[config.mk]
export PLATFORM = sky130hd
export DESIGN_NAME = piece_sequencer_fsm_flat
export DESIGN_NICKNAME = d
export VERILOG_FILES = /design/src/rtl/tetris_pkg.sv /design/src/rtl/piece_sequencer_fsm_if.sv /design/src/rtl/btn_edge_pend.sv /design/src/rtl/piece_sequencer_fsm.sv /design/src/flat_wrapper.sv
export SDC_FILE = /design/constraint.sdc
export NUM_CORES = 1
export LEC_CHECK = 0
export CAP_MARGIN = 5
export CORE_AREA = 2 2 87 89
export DETAILED_ROUTE_END_ITERATION = 6
export DIE_AREA = 0 0 89 91
export GPL_TIMING_DRIVEN = 0
export PLACE_DENSITY = 0.84
export SYNTH_ARGS = -nofsm -noshare
export SYNTH_HDL_FRONTEND = slang
export SYNTH_SLANG_ARGS = --single-unit
[constraint.sdc]
create_clock -name clk -period 5.34 [get_ports clk]
set_input_delay 1.335 -clock clk [delete_from_list [all_inputs] [get_ports clk]]
set_output_delay 1.335 -clock clk [all_outputs]
set_load 0.05 [all_outputs]
[src/rtl/tetris_pkg.sv]
// Shared types for the game-flow sequencer: command strobe indices, state encoding and
// gameboard flag positions.
package tetris_pkg;

  localparam int unsigned NumCmds = 13;

  typedef enum logic [3:0] {
    CmdClearAll       = 4'd0,
    CmdPiecePlaced    = 4'd1,
    CmdRotateLeft     = 4'd2,
    CmdRotateLeft2    = 4'd3,
    CmdRotateRight    = 4'd4,
    CmdRotateRight2   = 4'd5,
    CmdFall           = 4'd6,
    CmdMoveLeft       = 4'd7,
    CmdMoveRight      = 4'd8,
    CmdClearlineCheck = 4'd9,
    CmdClearlineAct   = 4'd10,
    CmdHold           = 4'd11,
    CmdEndgame        = 4'd12
  } cmd_e;

  typedef enum logic [3:0] {
    StIdle  = 4'd0,
    StClear = 4'd1,
    StSpawn = 4'd2,
    StSpchk = 4'd3,
    StPlay  = 4'd4,
    StRot1  = 4'd5,
    StRot2  = 4'd6,
    StLchk  = 4'd7,
    StLwait = 4'd8,
    StLact  = 4'd9,
    StOver  = 4'd10
  } seq_state_e;

  localparam logic [5:0] CLEARLINE_NONE = 6'd31;

  localparam int unsigned COL_UP    = 0;
  localparam int unsigned COL_DOWN  = 1;
  localparam int unsigned COL_LEFT  = 2;
  localparam int unsigned COL_RIGHT = 3;

  function automatic logic [NumCmds-1:0] cmd_onehot(cmd_e c);
    logic [NumCmds-1:0] v;
    v    = '0;
    v[c] = 1'b1;
    return v;
  endfunction

endpackage

[src/rtl/piece_sequencer_fsm_if.sv]
// Sequencer <-> gameboard link: command strobes out, placement/collision/row status back.
interface piece_sequencer_fsm_if;

  logic [12:0] cmd;
  logic        spawn_blocked;
  logic [3:0]  collision;
  logic [5:0]  clearlineval;

  modport master (
    output cmd,
    input  spawn_blocked,
    input  collision,
    input  clearlineval
  );

  modport slave (
    input  cmd,
    output spawn_blocked,
    output collision,
    output clearlineval
  );

endinterface

[src/rtl/btn_edge_pend.sv]
// Rising-edge detector with a sticky pending flag; a new edge wins over a same-cycle clear.
module btn_edge_pend (
  input  logic clk,
  input  logic rst_n,
  input  logic level,
  input  logic clr,
  output logic pend
);

  logic prev_q;
  logic pend_q;
  logic rise;

  assign rise = level & ~prev_q;
  assign pend = pend_q;

  always_ff @(posedge clk or negedge rst_n) begin
    if (!rst_n) begin
      prev_q <= 1'b0;
      pend_q <= 1'b0;
    end else begin
      prev_q <= level;
      pend_q <= rise | (pend_q & ~clr);
    end
  end

endmodule

[src/rtl/piece_sequencer_fsm.sv]
// Game-flow controller: arbitrates buttons against gravity, runs lock delay and the
// line-clear loop, and issues one-cycle registered command strobes to the gameboard.
module piece_sequencer_fsm
  import tetris_pkg::*;
#(
  parameter int unsigned GRAV_DIV   = 50_000_000,
  parameter int unsigned LOCK_TICKS = 2,
  parameter int unsigned MAX_CLEARS = 30
) (
  input  logic                   clk,
  input  logic                   rst_n,
  input  logic                   start,
  input  logic                   btn_rotl,
  input  logic                   btn_rotr,
  input  logic                   btn_left,
  input  logic                   btn_right,
  input  logic                   btn_hold,
  piece_sequencer_fsm_if.master  board,
  output logic [15:0]            lines_cleared,
  output logic                   game_over,
  output logic [3:0]             state_o
);

  localparam int unsigned GravW   = $clog2(GRAV_DIV);
  localparam int unsigned LockW   = $clog2(LOCK_TICKS + 1);
  localparam int unsigned GuardW  = $clog2(MAX_CLEARS + 1);
  localparam int unsigned NumBtns = 5;
  // Lower index = higher service priority.
  localparam int unsigned BHold  = 0;
  localparam int unsigned BRotl  = 1;
  localparam int unsigned BRotr  = 2;
  localparam int unsigned BLeft  = 3;
  localparam int unsigned BRight = 4;

  seq_state_e          state_q;
  logic [NumCmds-1:0]  cmd_q;
  logic [GravW-1:0]    grav_q;
  logic [LockW-1:0]    lock_q;
  logic [GuardW-1:0]   guard_q;
  logic                hold_used_q;
  logic                rot_left_q;
  logic [15:0]         lines_q;
  logic                game_over_q;

  logic [NumBtns-1:0]  btn, btn_pend, btn_clr, ok, sel;
  logic                start_pend;
  logic                tick, play_idle;
  logic                unused_col_up;

  assign btn = {btn_right, btn_left, btn_rotr, btn_rotl, btn_hold};

  for (genvar i = 0; i < NumBtns; i++) begin : g_btn
    btn_edge_pend u_pend (
      .clk   (clk),
      .rst_n (rst_n),
      .level (btn[i]),
      .clr   (btn_clr[i]),
      .pend  (btn_pend[i])
    );
  end

  // Start flag is cleared every cycle, so edges outside IDLE/OVER simply vanish.
  btn_edge_pend u_start (
    .clk   (clk),
    .rst_n (rst_n),
    .level (start),
    .clr   (1'b1),
    .pend  (start_pend)
  );

  always_comb begin
    tick      = (state_q == StPlay) && (grav_q == GravW'(GRAV_DIV - 1));
    play_idle = (state_q == StPlay) && !tick;
    ok         = btn_pend;
    ok[BHold]  = btn_pend[BHold] & ~hold_used_q;
    ok[BLeft]  = btn_pend[BLeft] & ~board.collision[COL_LEFT];
    ok[BRight] = btn_pend[BRight] & ~board.collision[COL_RIGHT];
    sel        = ok & (~ok + {{(NumBtns - 1){1'b0}}, 1'b1});
    // Rejected requests drop in the same cycle the winner is served.
    btn_clr = '0;
    if (state_q == StSpawn) begin
      btn_clr = '1;
    end else if (play_idle) begin
      btn_clr = (btn_pend & ~ok) | sel;
    end
  end

  always_ff @(posedge clk or negedge rst_n) begin
    if (!rst_n) begin
      state_q     <= StIdle;
      cmd_q       <= '0;
      grav_q      <= '0;
      lock_q      <= '0;
      guard_q     <= '0;
      hold_used_q <= 1'b0;
      rot_left_q  <= 1'b0;
      lines_q     <= '0;
      game_over_q <= 1'b0;
    end else begin
      cmd_q <= '0;
      unique case (state_q)
        StIdle, StOver: begin
          if (start_pend) begin
            state_q     <= StClear;
            cmd_q       <= cmd_onehot(CmdClearAll);
            lines_q     <= '0;
            game_over_q <= 1'b0;
          end
        end
        StClear: begin
          state_q     <= StSpawn;
          cmd_q       <= cmd_onehot(CmdPiecePlaced);
          grav_q      <= '0;
          lock_q      <= '0;
          hold_used_q <= 1'b0;
        end
        StSpawn: state_q <= StSpchk;
        StSpchk: begin
          if (board.spawn_blocked) begin
            state_q     <= StOver;
            cmd_q       <= cmd_onehot(CmdEndgame);
            game_over_q <= 1'b1;
          end else begin
            state_q <= StPlay;
          end
        end
        StPlay: begin
          if (tick) begin
            grav_q <= '0;
            if (!board.collision[COL_DOWN]) begin
              cmd_q  <= cmd_onehot(CmdFall);
              lock_q <= '0;
            end else if (lock_q == LockW'(LOCK_TICKS - 1)) begin
              state_q <= StLchk;
              cmd_q   <= cmd_onehot(CmdClearlineCheck);
              lock_q  <= '0;
              guard_q <= '0;
            end else begin
              lock_q <= lock_q + LockW'(1);
            end
          end else begin
            grav_q <= grav_q + GravW'(1);
            if (sel[BHold]) begin
              cmd_q       <= cmd_onehot(CmdHold);
              hold_used_q <= 1'b1;
              grav_q      <= '0;
            end else if (sel[BRotl] || sel[BRotr]) begin
              state_q    <= StRot1;
              rot_left_q <= sel[BRotl];
              cmd_q      <= cmd_onehot(sel[BRotl] ? CmdRotateLeft : CmdRotateRight);
            end else if (sel[BLeft]) begin
              cmd_q  <= cmd_onehot(CmdMoveLeft);
              lock_q <= '0;
            end else if (sel[BRight]) begin
              cmd_q  <= cmd_onehot(CmdMoveRight);
              lock_q <= '0;
            end
          end
        end
        StRot1: begin
          state_q <= StRot2;
          cmd_q   <= cmd_onehot(rot_left_q ? CmdRotateLeft2 : CmdRotateRight2);
        end
        StRot2: state_q <= StPlay;
        StLchk: state_q <= StLwait;
        StLwait: begin
          if (board.clearlineval == CLEARLINE_NONE || guard_q == GuardW'(MAX_CLEARS)) begin
            state_q     <= StSpawn;
            cmd_q       <= cmd_onehot(CmdPiecePlaced);
            grav_q      <= '0;
            lock_q      <= '0;
            hold_used_q <= 1'b0;
          end else begin
            state_q <= StLact;
            cmd_q   <= cmd_onehot(CmdClearlineAct);
            guard_q <= guard_q + GuardW'(1);
            if (lines_q != 16'hFFFF) lines_q <= lines_q + 16'd1;
          end
        end
        StLact: begin
          state_q <= StLchk;
          cmd_q   <= cmd_onehot(CmdClearlineCheck);
        end
        default: state_q <= StIdle;
      endcase
    end
  end

  assign board.cmd     = cmd_q;
  assign lines_cleared = lines_q;
  assign game_over     = game_over_q;
  assign state_o       = state_q;
  assign unused_col_up = board.collision[COL_UP];

endmodule

[src/flat_wrapper.sv]
// flat-port wrapper written by rule: the top's interface ports become plain ports
module piece_sequencer_fsm_flat import tetris_pkg::*;
#(
  parameter int unsigned GRAV_DIV   = 50_000_000,
  parameter int unsigned LOCK_TICKS = 2,
  parameter int unsigned MAX_CLEARS = 30
)
  (clk, rst_n, start, btn_rotl, btn_rotr, btn_left, btn_right, btn_hold, lines_cleared, game_over, state_o, board_cmd, board_spawn_blocked, board_collision, board_clearlineval);
  piece_sequencer_fsm_if board_i ();
  input  logic clk;
  input  logic rst_n;
  input  logic start;
  input  logic btn_rotl;
  input  logic btn_rotr;
  input  logic btn_left;
  input  logic btn_right;
  input  logic btn_hold;
  output logic [15:0] lines_cleared;
  output logic game_over;
  output logic [3:0] state_o;
  output wire logic [$bits(board_i.cmd)-1:0] board_cmd;
  input wire logic [$bits(board_i.spawn_blocked)-1:0] board_spawn_blocked;
  input wire logic [$bits(board_i.collision)-1:0] board_collision;
  input wire logic [$bits(board_i.clearlineval)-1:0] board_clearlineval;
  assign board_cmd = board_i.cmd;
  assign board_i.spawn_blocked = board_spawn_blocked;
  assign board_i.collision = board_collision;
  assign board_i.clearlineval = board_clearlineval;
  piece_sequencer_fsm #(.GRAV_DIV(GRAV_DIV), .LOCK_TICKS(LOCK_TICKS), .MAX_CLEARS(MAX_CLEARS)) u_core (.clk(clk), .rst_n(rst_n), .start(start), .btn_rotl(btn_rotl), .btn_rotr(btn_rotr), .btn_left(btn_left), .btn_right(btn_right), .btn_hold(btn_hold), .board(board_i), .lines_cleared(lines_cleared), .game_over(game_over), .state_o(state_o));
endmodule
==> flow_summary.json, run 1 <==
{
  "ys_warn_count": 0,
  "wl_met2_mm": 4.87,
  "p_int_mw": 1.30,
  "antenna_found_initial": 0,
  "synth-seq-cells": 81,
  "critical_path_required_ns": 5.62,
  "period_minus_slack_ns": 3.71,
  "dr_total_vias": 3733,
  "min_period_over_period_pct": 69.5,
  "rows": 31,
  "swShare_pct": 43.9,
  "syn_to_final_growth_pct": 20.1,
  "fillers": 569,
  "max_freq_mhz": 270,
  "status": "completed",
  "report.final.slew_viol_count": 0,
  "cts_resized": 0,
  "nets": 519,
  "highest_layer": "met4",
  "remaining_drc_errors": 0,
  "setup-tns-final_ns": 0,
  "power.switching_mw": 1.02,
  "crit_fanout": 10,
  "globalplace.congestion": 0.919,
  "viasPerCell": 6.22,
  "hpwl_mm": 6.90,
  "grt_pass1_wl_mm": 16.5,
  "fin_worst_skew_ns": 0.0137,
  "synthFlopType": "dfrtp_1",
  "path_class": "in2reg",
  "htreeDepth": 3,
  "die_h_um": 91,
  "dpl_worst_slack_ns": 1.31,
  "rsz0062_at_grt": "false",
  "synth_top_area_share_pct": 48.6,
  "insertion_delay_ns": 0.36,
  "slew_headroom_pct": 10.9,
  "maxCapViolations": 0,
  "final_util_pct": 70.2,
  "ctsHoldBuffers": 0,
  "power_density_nw_per_um2": 464,
  "grt_max_degree": 45,
  "synth_async_sr_flop_share_pct": 100,
  "synth-edff-count": 0,
  "met1Wirelength_mm": 4.12,
  "ys_types": 54,
  "coreArea_um2": 7140,
  "power_frac_comb_pct": 41.8,
  "crit_arrival_ns": 3.99,
  "synth_area_per_cell_um2": 9.63,
  "post_cts_buffers": 0,
  "start_kind": "primary input",
  "hold_path_class": "reg2reg",
  "cts-buffers-inserted": 9,
  "die_w_um": 89,
  "p_leak_nw": 2.15,
  "synth_nets": 456,
  "setup_viol": 0,
  "postRouteWirelength_mm": 9.86,
  "crit_path_end_kind": "flop",
  "drtIter0Drc": 284,
  "track_usage_pct": 26.0,
  "ir_worst_vdd_v": 0.000197,
  "cts.sinks": 81,
  "clock_path_buffers": 2,
  "io_pins": 53,
  "synth_area_um2": 4170,
  "fin_hold_ws_ns": 0.415,
  "route.met3.wl_um": 631,
  "drive_above_1_share_pct": 7.58,
  "cts_root_buffer": "clkbuf_8",
  "fin_ws_ns": 1.63,
  "yosysTopAreaCell": "dfrtp_1",
  "yosysSeqAreaShare_pct": 48.6,
  "pwr-share-clk_pct": 18.4,
  "seqCellArea_um2": 2030,
  "portBuffers": 51,
  "synth.area.top_cells": "dfrtp_1 49%, nand2_1 4.9%, nand3_1 3.1%, a31oi_1 2.9%, a21oi_1 2.8%",
  "grt_overflow": 0,
  "ant_nets": 0,
  "cts.clk_slew.worst_paths_ns": 0.09,
  "start_util_pct": 58.4,
  "multiInputGateArea_um2": 2000,
  "drt_first_pass_iters": 5,
  "hold_viol_final": 0,
  "p_seq_share_pct": 39.8,
  "die-area_um2": 8100,
  "synth_cells": 433,
  "cts_tree": "yes",
  "worst_slew_pin_slew_ns": 1.34,
  "n_antenna_cell": 0,
  "wl_per_cell_um": 16.4,
  "grt_pass1_vias": 3577
}
cell families (layout without fill, tap and decap cells):
family / Yosys count / in the layout / synth area share [%]
compound gates: 111 / 111 / 18.2
flops: 81 / 81 / 48.6
xor+xnor: 4 / 4 / 0.840
mux: 7 / 7 / 1.74
fa+ha+maj: 4 / 4 / 1.20
simple gates: 194 / 194 / 26.0
buf+inv: 32 / 100 / 3.48
per-stage QoR:
stage / power, mW / cell area [µm²] / cells
global route: 2.48 / 5010 / 600
floorplan: 1.59 / 4170 / 433
finish: 2.33 / 5010 / 600
global placement: 1.86 / 4800 / 583
detailed placement: 1.90 / 4820 / 584
CTS: 2.32 / 5010 / 600
area by class of cell:
class | instances | area share, %
Tap cell | 99 | 2.47
Buffer | 19 | 1.92
Sequential cell | 81 | 40.5
Clock buffer | 10 | 2.75
Inverter | 13 | 0.974
Timing Repair Buffer | 52 | 10.5
Clock inverter | 6 | 0.974
Multi-Input combinational cell | 320 | 39.9
synth_stat cells, drive strengths merged, types with 3 or more instances:
cell	n
ha	4
a31oi	20
nor4	3
nor2	19
nor2b	9
a32o	3
and3	13
nand2	54
nor3	8
nor3b	3
nand2b	11
xor2	4
and2	4
o21ai	19
nand3	26
nand4	17
a21o	6
mux2i	5
a21boi	3
a22o	5
buf	11
nand3b	3
or4	10
dfrtp	81
o22ai	3
a221o	3
o31ai	4
a21oi	24
and4	6
o211ai	6
clkbuf	8
inv	12
a41oi	3
or3	5
power by group through the flow:
stage	clock network (mW)	registers, mW	logic [mW]
after floorplan	0	1.07	0.523
after global placement	0	0.923	0.934
after detailed placement	0	0.933	0.964
after CTS	0.430	0.922	0.970
after global routing	0.460	0.950	1.07
final	0.427	0.925	0.973
critical path, cell delays in order:
cell	delay, ns
clkdlybuf4s50_1	0.45
nand2b_1	0.14
o21ai_0	0.25
a221oi_1	1.15
buf_2	0.42
a21oi_1	0.08
mux2i_1	0.15
routing by layer:
layer | up-vias | global-route usage, %
met5 | - | 0
met1 | 1816 | 35.0
met3 | 26 | 4.55
met2 | 151 | 40.7
li1 | 1740 | -
met4 | 0 | 11.8
sequential cells by signal, indices dropped and copies added, names as in the netlist:
register,cells
u_core.guard_q,5
u_core.u_start.pend,1
u_core.state_o,4
u_core.lines_cleared,16
u_core.grav_q,26
u_core.g_btn.u_pend.pend,5
u_core.rot_left_q,1
u_core.lock_q,2
u_core.g_btn.u_pend.prev_q,5
u_core.game_over,1
u_core.u_start.prev_q,1
u_core.board.cmd,13
u_core.hold_used_q,1
worst paths after layout:
| path | to | slack, ns | cells past startpoint | startpoint |
|---|---|---|---|---|
| worst max-delay path | u_core.grav_q[15] | 1.63 | 7 | board_clearlineval[5] |
| worst min-delay path | u_core.u_start.pend | 0.41 | 1 | u_core.u_start.prev_q |
| worst max register to register | u_core.grav_q[15] | 2.45 | 8 | u_core.guard_q[0] |
| worst min register to register | u_core.u_start.pend | 0.41 | 1 | u_core.u_start.prev_q |
| max in group asynchronous | u_core.grav_q[7] | 3.81 | 2 | rst_n |
| min in group asynchronous | u_core.state_o[0] | 0.93 | 1 | rst_n |
cells in the final DEF, fill, tap and decap left out, types with 3 or more instances in the layout:
cell type,count
dfrtp_1,81
o21ai_0,19
xor2_1,4
buf_2,8
a22o_1,5
clkbuf_1,8
nand4_1,17
and3_1,13
nor3b_1,3
a221o_1,3
or3_1,5
a41oi_1,3
and2_1,3
inv_1,12
clkinvlp_4,3
nor2b_1,9
clkbuf_8,10
a32o_1,3
a21o_1,6
inv_6,3
nand2b_1,11
o211ai_1,6
and4_1,6
a31oi_1,19
ha_1,4
mux2i_1,5
o22ai_1,3
nand2_1,54
nor2_1,19
or4_1,9
a21boi_0,3
nor3_1,8
nand3_1,26
clkdlybuf4s50_1,50
o31ai_1,4
a21oi_1,23
nand3b_1,3
(Power assumes the default switching activity.)
==> run 2: changes to the inputs <==
--- a/config.mk
+++ b/config.mk
@@ -6,11 +6,11 @@
 export NUM_CORES = 1
 export LEC_CHECK = 0
 export CAP_MARGIN = 5
-export CORE_AREA = 2 2 87 89
+export CORE_AREA = 2 2 91 93
 export DETAILED_ROUTE_END_ITERATION = 6
-export DIE_AREA = 0 0 89 91
+export DIE_AREA = 0 0 93 95
 export GPL_TIMING_DRIVEN = 0
-export PLACE_DENSITY = 0.84
+export PLACE_DENSITY = 0.77
 export SYNTH_ARGS = -nofsm -noshare
 export SYNTH_HDL_FRONTEND = slang
 export SYNTH_SLANG_ARGS = --single-unit
==> constraint.sdc (replaced) <==
create_clock -name clk -period 3.5 [get_ports clk]
set_input_delay 0.875 -clock clk [delete_from_list [all_inputs] [get_ports clk]]
set_output_delay 0.875 -clock clk [all_outputs]
set_load 0.05 [all_outputs]
==> run 2 against run 1 <==
  * Register-to-register slack got worse by 1.5 ns
  * Flip-flop and latch count did not move
  * First-iteration DRC count fell by 36%
  * Sequential power rose by 52%
  * Final cell count rose by 1.0%
  * Clock power rose by 63%
  * Largest cell class unchanged
  * Die area rose by 9.1%
==> flow_summary.json, run 2 (same netlist as run 1, synthesis figures left out) <==
{
  "worst_slew_pin_slew_ns": 1.06,
  "fin_hold_ws_ns": 0.414,
  "power_density_nw_per_um2": 713,
  "cts-buffers-inserted": 9,
  "cts.sinks": 81,
  "rows": 33,
  "die_h_um": 95,
  "critical_path_required_ns": 3.78,
  "grt_pass1_wl_mm": 16.4,
  "min_period_over_period_pct": 84.3,
  "viasPerCell": 6.01,
  "io_pins": 53,
  "ir_worst_vdd_v": 0.000465,
  "dr_total_vias": 3642,
  "stdcell_area_um2": 5040,
  "maxCapViolations": 0,
  "clock_path_buffers": 2,
  "fillers": 673,
  "dpl-instance-area_um2": 4840,
  "max_freq_mhz": 339,
  "portBuffers": 51,
  "slew_headroom_pct": 28.5,
  "track_usage_pct": 23.2,
  "die-area_um2": 8840,
  "syn_to_final_growth_pct": 20.8,
  "crit_fanout": 10,
  "insertion_delay_ns": 0.35,
  "crit_arrival_ns": 3.23,
  "htreeDepth": 3,
  "path_class": "in2reg",
  "grt_overflow": 0,
  "post_cts_buffers": 0,
  "setup-tns-final_ns": 0,
  "drt_first_pass_iters": 4,
  "drive_above_1_share_pct": 7.39,
  "nets": 520,
  "period_minus_slack_ns": 2.95,
  "cts.clk_slew.worst_paths_ns": 0.08,
  "status": "completed",
  "grt_max_degree": 55,
  "ctsHoldBuffers": 0,
  "final_common_cell": "dfrtp_1",
  "hold_path_class": "reg2reg",
  "antenna_found_initial": 0,
  "remaining_drc_errors": 0,
  "rsz0062_at_grt": "false",
  "n_antenna_cell": 0,
  "final_cell_mix": "81 x dfrtp_1, 54 x nand2_1, 50 x clkdlybuf4s50_1, 26 x nand3_1, 23 x a21oi_1",
  "report.final.slew_viol_count": 0,
  "drtIter0Drc": 183,
  "start_kind": "primary input",
  "cts_root_buffer": "clkbuf_8",
  "fin_worst_skew_ns": 0.00899,
  "hold_viol_final": 0,
  "cts_resized": 0,
  "die_w_um": 93,
  "globalplace.congestion": 0.895,
  "wl_per_cell_um": 15.9,
  "largest_reg_flops": 26,
  "grt_pass1_vias": 3405,
  "ant_nets": 0,
  "p_leak_nw": 2.16,
  "postRouteWirelength_mm": 9.66,
  "cts_tree": "yes",
  "coreArea_um2": 7930,
  "start_util_pct": 52.6,
  "hpwl_mm": 6.86,
  "crit_path_end_kind": "flop",
  "setup_viol": 0,
  "largest-register": "u_core.grav_q"
}
==> run 2: path summary, 6_finish.rpt <==
path                                        to  depth (start not counted)             startpoint  slack (ns)
max                          u_core.grav_q[21]                          8  board_clearlineval[5]        0.55
min                        u_core.u_start.pend                          1  u_core.u_start.prev_q        0.41
max reg2reg                  u_core.grav_q[12]                          7      u_core.state_o[0]        0.91
min reg2reg                u_core.u_start.pend                          1  u_core.u_start.prev_q        0.41
max in group asynchronous     u_core.grav_q[0]                          2                  rst_n        2.48
min in group asynchronous  u_core.board.cmd[9]                          1                  rst_n        0.43
==> run 2: power breakdown <==
group / internal, mW / total [mW] / switching (mW)
clock: 0.347 / 0.698 / 0.351
combinational: 0.547 / 1.48 / 0.937
sequential: 1.16 / 1.41 / 0.248
total: 2.06 / 3.59 / 1.54
==> run 2: final cells by class <==
| cell class | instances | area, µm² | share of cell area, % |
|---|---|---|---|
| sequential | 81 | 2030 | 40.2 |
| multi-input combinational | 320 | 2000 | 39.7 |
| timing repair buffer | 53 | 541 | 10.7 |
| clock buffer | 11 | 141 | 2.81 |
| tap | 105 | 131 | 2.61 |
| buffer | 19 | 96.3 | 1.91 |
| clock inverter | 4 | 53.8 | 1.07 |
| inverter | 13 | 48.8 | 0.969 |
==> run 2: per-stage QoR <==
| step | util, % | worst slack, ns | cells | power, mW |
|---|---|---|---|---|
| 6_report | 63.5 | 0.549 | 606 | 3.59 |
| 5_1_grt | 63.5 | 0.397 | 606 | 3.81 |
| 4_1_cts | 63.5 | 0.198 | 605 | 3.59 |
| 3_5_place_dp | 61.0 | -0.148 | 590 | 2.90 |
| 3_3_place_gp | 60.7 | -1.33 | 589 | 2.85 |
| 2_1_floorplan | - | 1.14 | 433 | 2.43 |
==> run 2: worst max-delay path, cell delays in order <==
cell,delay [ns]
clkdlybuf4s50_1,0.45
nand2b_1,0.15
o21ai_0,0.27
a221oi_1,0.69
buf_2,0.31
buf_2,0.27
a21oi_1,0.07
mux2i_1,0.13
==> run 2: per-layer routing <==
metal  GRT usage [%]  share of wire, %  up-vias
met5               0                 0        -
met4            5.76              0.87        0
met3            3.91               5.4       12
met2            38.6                49      112
met1            31.8                45     1773
li1                -                 -     1745
